==> src/rtl/wbu_ctrl.sv <==
`default_nettype none
// ============================================================================
//  Module   : wbu_ctrl
//  Brief    : Write-back controller; retires one instruction at a time,
//             waiting for load data when needed, and writes the register file.
//  Revision : 1.0
// ============================================================================
module wbu_ctrl (
    input  logic        clk,
    input  logic        rst_n,
    input  logic        ex_valid,
    output logic        ex_ready,
    input  logic [4:0]  ex_rd,
    input  logic        ex_reg_wen,
    input  logic        ex_mem_to_reg,
    input  logic        ex_jump,
    input  logic [31:0] ex_alu_result,
    input  logic [31:0] ex_snpc,
    input  logic [31:0] ex_dnpc,
    input  logic        lsu_rvalid,
    input  logic [31:0] lsu_rdata,
    output logic        lsu_rready,
    output logic        rf_wen,
    output logic [4:0]  rf_waddr,
    output logic [31:0] rf_wdata,
    output logic        commit_valid,
    input  logic        commit_ready,
    output logic [31:0] commit_pc,
    output logic [31:0] instret
);

    typedef enum logic [1:0] {
        S_IDLE      = 2'd0,
        S_WAIT_LOAD = 2'd1,
        S_COMMIT    = 2'd2
    } state_t;

    state_t      state_q;
    logic        ex_ready_q;
    logic        lsu_rready_q;
    logic        commit_valid_q;
    logic [4:0]  rd_q;
    logic        reg_wen_q;
    logic        mem_to_reg_q;
    logic        jump_q;
    logic [31:0] alu_q;
    logic [31:0] snpc_q;
    logic [31:0] dnpc_q;
    logic [31:0] ld_data_q;
    logic [31:0] instret_q;
    logic [31:0] instret_d;

    assign instret_d = instret_q + 32'd1;

    always_ff @(posedge clk or negedge rst_n) begin
        if (!rst_n) begin
            state_q        <= S_IDLE;
            ex_ready_q     <= 1'b1;
            lsu_rready_q   <= 1'b0;
            commit_valid_q <= 1'b0;
            rd_q           <= 5'd0;
            reg_wen_q      <= 1'b0;
            mem_to_reg_q   <= 1'b0;
            jump_q         <= 1'b0;
            alu_q          <= 32'd0;
            snpc_q         <= 32'd0;
            dnpc_q         <= 32'd0;
            ld_data_q      <= 32'd0;
            instret_q      <= 32'd0;
        end else begin
            case (state_q)
                S_IDLE: begin
                    if (ex_valid && ex_ready_q) begin
                        rd_q         <= ex_rd;
                        reg_wen_q    <= ex_reg_wen;
                        mem_to_reg_q <= ex_mem_to_reg;
                        jump_q       <= ex_jump;
                        alu_q        <= ex_alu_result;
                        snpc_q       <= ex_snpc;
                        dnpc_q       <= ex_dnpc;
                        ex_ready_q   <= 1'b0;
                        // A jump that is also flagged as a load still links snpc
                        if (ex_mem_to_reg && !ex_jump) begin
                            state_q      <= S_WAIT_LOAD;
                            lsu_rready_q <= 1'b1;
                        end else begin
                            state_q        <= S_COMMIT;
                            commit_valid_q <= 1'b1;
                        end
                    end
                end
                S_WAIT_LOAD: begin
                    if (lsu_rvalid) begin
                        ld_data_q      <= lsu_rdata;
                        state_q        <= S_COMMIT;
                        lsu_rready_q   <= 1'b0;
                        commit_valid_q <= 1'b1;
                    end
                end
                S_COMMIT: begin
                    if (commit_ready) begin
                        instret_q      <= instret_d;
                        state_q        <= S_IDLE;
                        commit_valid_q <= 1'b0;
                        ex_ready_q     <= 1'b1;
                    end
                end
                default: begin
                    state_q        <= S_IDLE;
                    ex_ready_q     <= 1'b1;
                    lsu_rready_q   <= 1'b0;
                    commit_valid_q <= 1'b0;
                end
            endcase
        end
    end

    assign ex_ready     = ex_ready_q;
    assign lsu_rready   = lsu_rready_q;
    assign commit_valid = commit_valid_q;
    assign commit_pc    = dnpc_q;
    assign instret      = instret_q;
    assign rf_waddr     = rd_q;
    assign rf_wdata     = jump_q       ? snpc_q    :
                          mem_to_reg_q ? ld_data_q : alu_q;
    // The write must land in the handshake cycle itself, so it follows commit_ready directly
    assign rf_wen       = commit_valid_q && commit_ready && reg_wen_q && (rd_q != 5'd0);

endmodule
`default_nettype wire

==> config.mk <==
export PLATFORM = sky130hd
export DESIGN_NAME = wbu_ctrl
export DESIGN_NICKNAME = d
export VERILOG_FILES = /design/src/rtl/wbu_ctrl.sv
export SDC_FILE = /design/constraint.sdc
export NUM_CORES = 1
export LEC_CHECK = 0
export ABC_AREA = 1
export BUFFER_PORTS_ARGS = -buffer_cell sky130_fd_sc_hd__clkbuf_2
export CELL_PAD_IN_SITES_DETAIL_PLACEMENT = 2
export CELL_PAD_IN_SITES_GLOBAL_PLACEMENT = 2
export CORE_ASPECT_RATIO = 0.7
export CORE_MARGIN = 4
export CORE_UTILIZATION = 28
export CTS_CLUSTER_DIAMETER = 200
export DETAILED_ROUTE_END_ITERATION = 10
export PLACE_DENSITY_LB_ADDON = 0.1
export SYNTH_ARGS = -nofsm -noshare
export SYNTH_HDL_FRONTEND = slang
export SYNTH_SLANG_ARGS = --single-unit
==> constraint.sdc <==
create_clock -name clk -period 1.4 [get_ports clk]
set_input_delay 0.28 -clock clk [delete_from_list [all_inputs] [get_ports clk]]
set_output_delay 0.28 -clock clk [all_outputs]
set_load 0.05 [all_outputs]
==> impl_metrics.yaml <==
timing:
  hold_viol_final: 0
  rsz0062_at_grt: "true"
  fin_crit_ps: 2040
  fmax_mhz: 491
  relSlewSlack_pct: 74.2
  drv_slew: 0
  setup_slack_ps: -639
  period_share_pct: 146
  setup_viol: 212
  worst_pin_slew_ps: 386
  finalClockSkew_ps: 17.7
worst_setup_path:
  r2r_start: "ex_ready"
  reg2reg_depth: 5
  endpoint_kind: "output port"
  critPathMaxFanout: 17
  reg2reg_to: "snpc_q[24]"
  critPathKind: "reg -> out"
  cp_slowest_cell: "dfrtp_2"
  worst_setup_path_start_kind: "flip-flop"
  max_stage_delay_ps: 460
  crit_chain: "buf_6 > nand2_1 > o21ai_0 > buf_4 > o21ai_4 > buf_12"
  cp_num_buf_inv: 3
  rrSetupSlack_ps: -240
  required_ps: 1120
  cp_top_family: "buffers and inverters"
  cp_data_arrival_time_ps: 1760
cts:
  cts_tree: "done"
  ctsHtreeMaxLevel: 4
  numCtsBuffers: 17
  clk_latency_ps: 450
  cts.sinks: 173
  clk_pin_slew_worst_paths_ps: 70
  root_buffer: "clkbuf_16"
  clockBufferDepth: 2
layout:
  nNetsFinal: 1331
  syn_to_final_growth_pct: 87.9
  final_cells: 1573
  n_antenna_cell: 0
  drive_gt1_share_pct: 71.9
  fin_area_sq_um: 15000
global_route:
  grtUsageTotal_pct: 22.3
  grt_pass1_wl_um: 52800
  antenna_found_initial: 1
  grt_pass1_vias: 8370
  grt_overflow: 0
  grt_max_degree: 35
yosys:
  synthDistinctLibCells: 29
  ys_ff_latch: 173
  yosysSeqAreaShare_pct: 54.4
  synth_top_area_share_pct: 54.0
  syn_nets: 920
  yosysWarnings: 0
  synth.area.top_cells: "dfrtp_1, mux2_4, mux2_2"
  synth_area_per_cell_sq_um: 10.2
  syn_area_sq_um: 7970
  yosysTopAreaCell: "dfrtp_1"
  synthesis.instances: 778
power_and_ir_drop:
  fin_total_pwr_mw: 37.8
  peakVddDrop_uv: 2160
  leakagePower_nw: 7.02
  powerDensity_nw_per_um2: 2520
floorplan:
  core_area_sq_um: 27900
  dieHeight_um: 149
  initial_core_util_pct: 28.6
  die_area_sq_um: 31300
  rows: 51
  ios: 246
  fp.dieW_um: 210
run_status:
  violations: "setup timing"
  status: "finished with violations"
placement:
  dp_cells: 1443
  gp_routability_congestion: 0.754
  place_area_sq_um: 11100
  portBuffers: 245
  dpl.hpwl_um: 21600
route:
  totalWireLength_um: 38600
  drtIter0Drc: 250
  dr.pass1.iters: 4
  routedWlPerCell_um: 24.5
  remaining_drc_errors: 0
  antenna_left: 0
  vias_per_cell: 4.69
  route.vias.total: 7380
run:
  drv_cap: 0
worst_hold_path:
  worstHoldStart: "ex_alu_result[2]"
  whs_endpoint: "alu_q[2]"
  hold_depth: 2
  hold_class: "in -> reg"
power by group:
part           switching [mW]  total, mW  internal (mW)
Combinational            13.0       24.0           11.0
Sequential               1.62       8.80           7.17
Clock                    2.26       4.96           2.70
Total                    16.8       37.8           20.9
sequential cells by signal, indices dropped and copies added, names as in the netlist:
name	flops
alu_q	32
snpc_q	32
commit_valid	1
jump_q	1
reg_wen_q	1
state_q	2
ld_data_q	32
ex_ready	1
instret	32
lsu_rready	1
commit_pc	32
mem_to_reg_q	1
rf_waddr	5
cells in the mapped netlist:
cell type and instances:
dfrtp_1 172, nand2_1 153, o21ai_0 71, nor2_1 70
inv_1 69, mux2_2 55, mux2_4 48, a21oi_1 33
nand3_1 25, clkbuf_1 14, xnor2_1 12, buf_2 10
nand4_1 8, xor2_1 7, buf_6 6, nor2_2 4
nor3_1 4, nand2_2 2, nand3_2 2, nor2_4 2
o21ai_1 2, o21bai_1 2, a31oi_1 1, and2_2 1
buf_1 1, buf_4 1, dfstp_2 1, ha_1 1
inv_2 1
worst max-delay path by stage:
stage                  from             to  slack, ps  depth (start not counted)
2_1_floorplan      ex_ready  commit_pc[13]       -120                          4
3_3_place_gp   mem_to_reg_q   rf_wdata[12]       -150                          5
3_5_place_dp     state_q[0]    instret[23]       -170                          9
4_1_cts        mem_to_reg_q    rf_wdata[0]       -660                          6
5_1_grt        mem_to_reg_q    rf_wdata[0]       -740                          6
6_report       mem_to_reg_q    rf_wdata[0]       -640                          6
area by class of cell:
cell class | count | area [sq um]
Fill cell | 2603 | 12900
Multi-Input combinational cell | 504 | 4850
Timing Repair Buffer | 423 | 4410
Sequential cell | 173 | 4390
Tap cell | 371 | 464
Clock buffer | 20 | 447
Inverter | 70 | 270
Clock inverter | 12 | 136
layout by cell type, fill, tap and decap left out, types with 9 or more instances in the layout:
cell type / instances
inv_2: 10
nand2_2: 46
buf_12: 42
nand3_2: 9
buf_8: 26
buf_6: 50
nand3_4: 9
mux2_2: 52
nor2_2: 14
a21oi_1: 12
inv_1: 58
nand3_1: 9
o21ai_2: 21
dfrtp_1: 131
mux2_4: 51
nor2_4: 56
clkbuf_4: 17
o21ai_4: 44
clkbuf_8: 18
buf_16: 15
nand2_4: 18
a21oi_2: 20
clkbuf_2: 140
buf_4: 87
clkbuf_16: 34
nand2_1: 89
dfrtp_2: 40
buf_2: 11
cells by family after synthesis:
logic type,synth area share (%)
buf+inv,5.58
fa+ha+maj,0.157
simple gates,14.1
compound gates,6.93
xor+xnor,2.09
mux,16.8
flops,54.4
metrics by stage:
stage	hold WS [ps]	util, %	setup slack [ps]	setup TNS (ps)
4_1_cts	32.8	49.7	-659	-41960
3_3_place_gp	170	39.9	-145	-7760
6_report	60.3	53.7	-639	-41480
2_1_floorplan	-15.6	-	-120	-6830
5_1_grt	31.9	53.7	-739	-51720
3_5_place_dp	173	39.9	-174	-9630
timing repair:
item | in CTS | in global routing
gates cloned | 19 | 3
gates resized for setup | 318 | 263
pin swaps | 44 | 71
hold buffers | 1 | 0
setup buffers | 43 | 41
endpoints found under the hold margin | 111 | 0
endpoints found under the setup margin | 232 | 253
layer usage:
metal | wire length [um] | global-route usage, % | part of all wire, %
met1 | 17100 | 30.2 | 44
met2 | 19500 | 36.9 | 51
met3 | 1620 | 5.65 | 4.2
met4 | 343 | 3.85 | 0.89
met5 | 13 | 0 | 0.034
(Power assumes the default switching activity.)
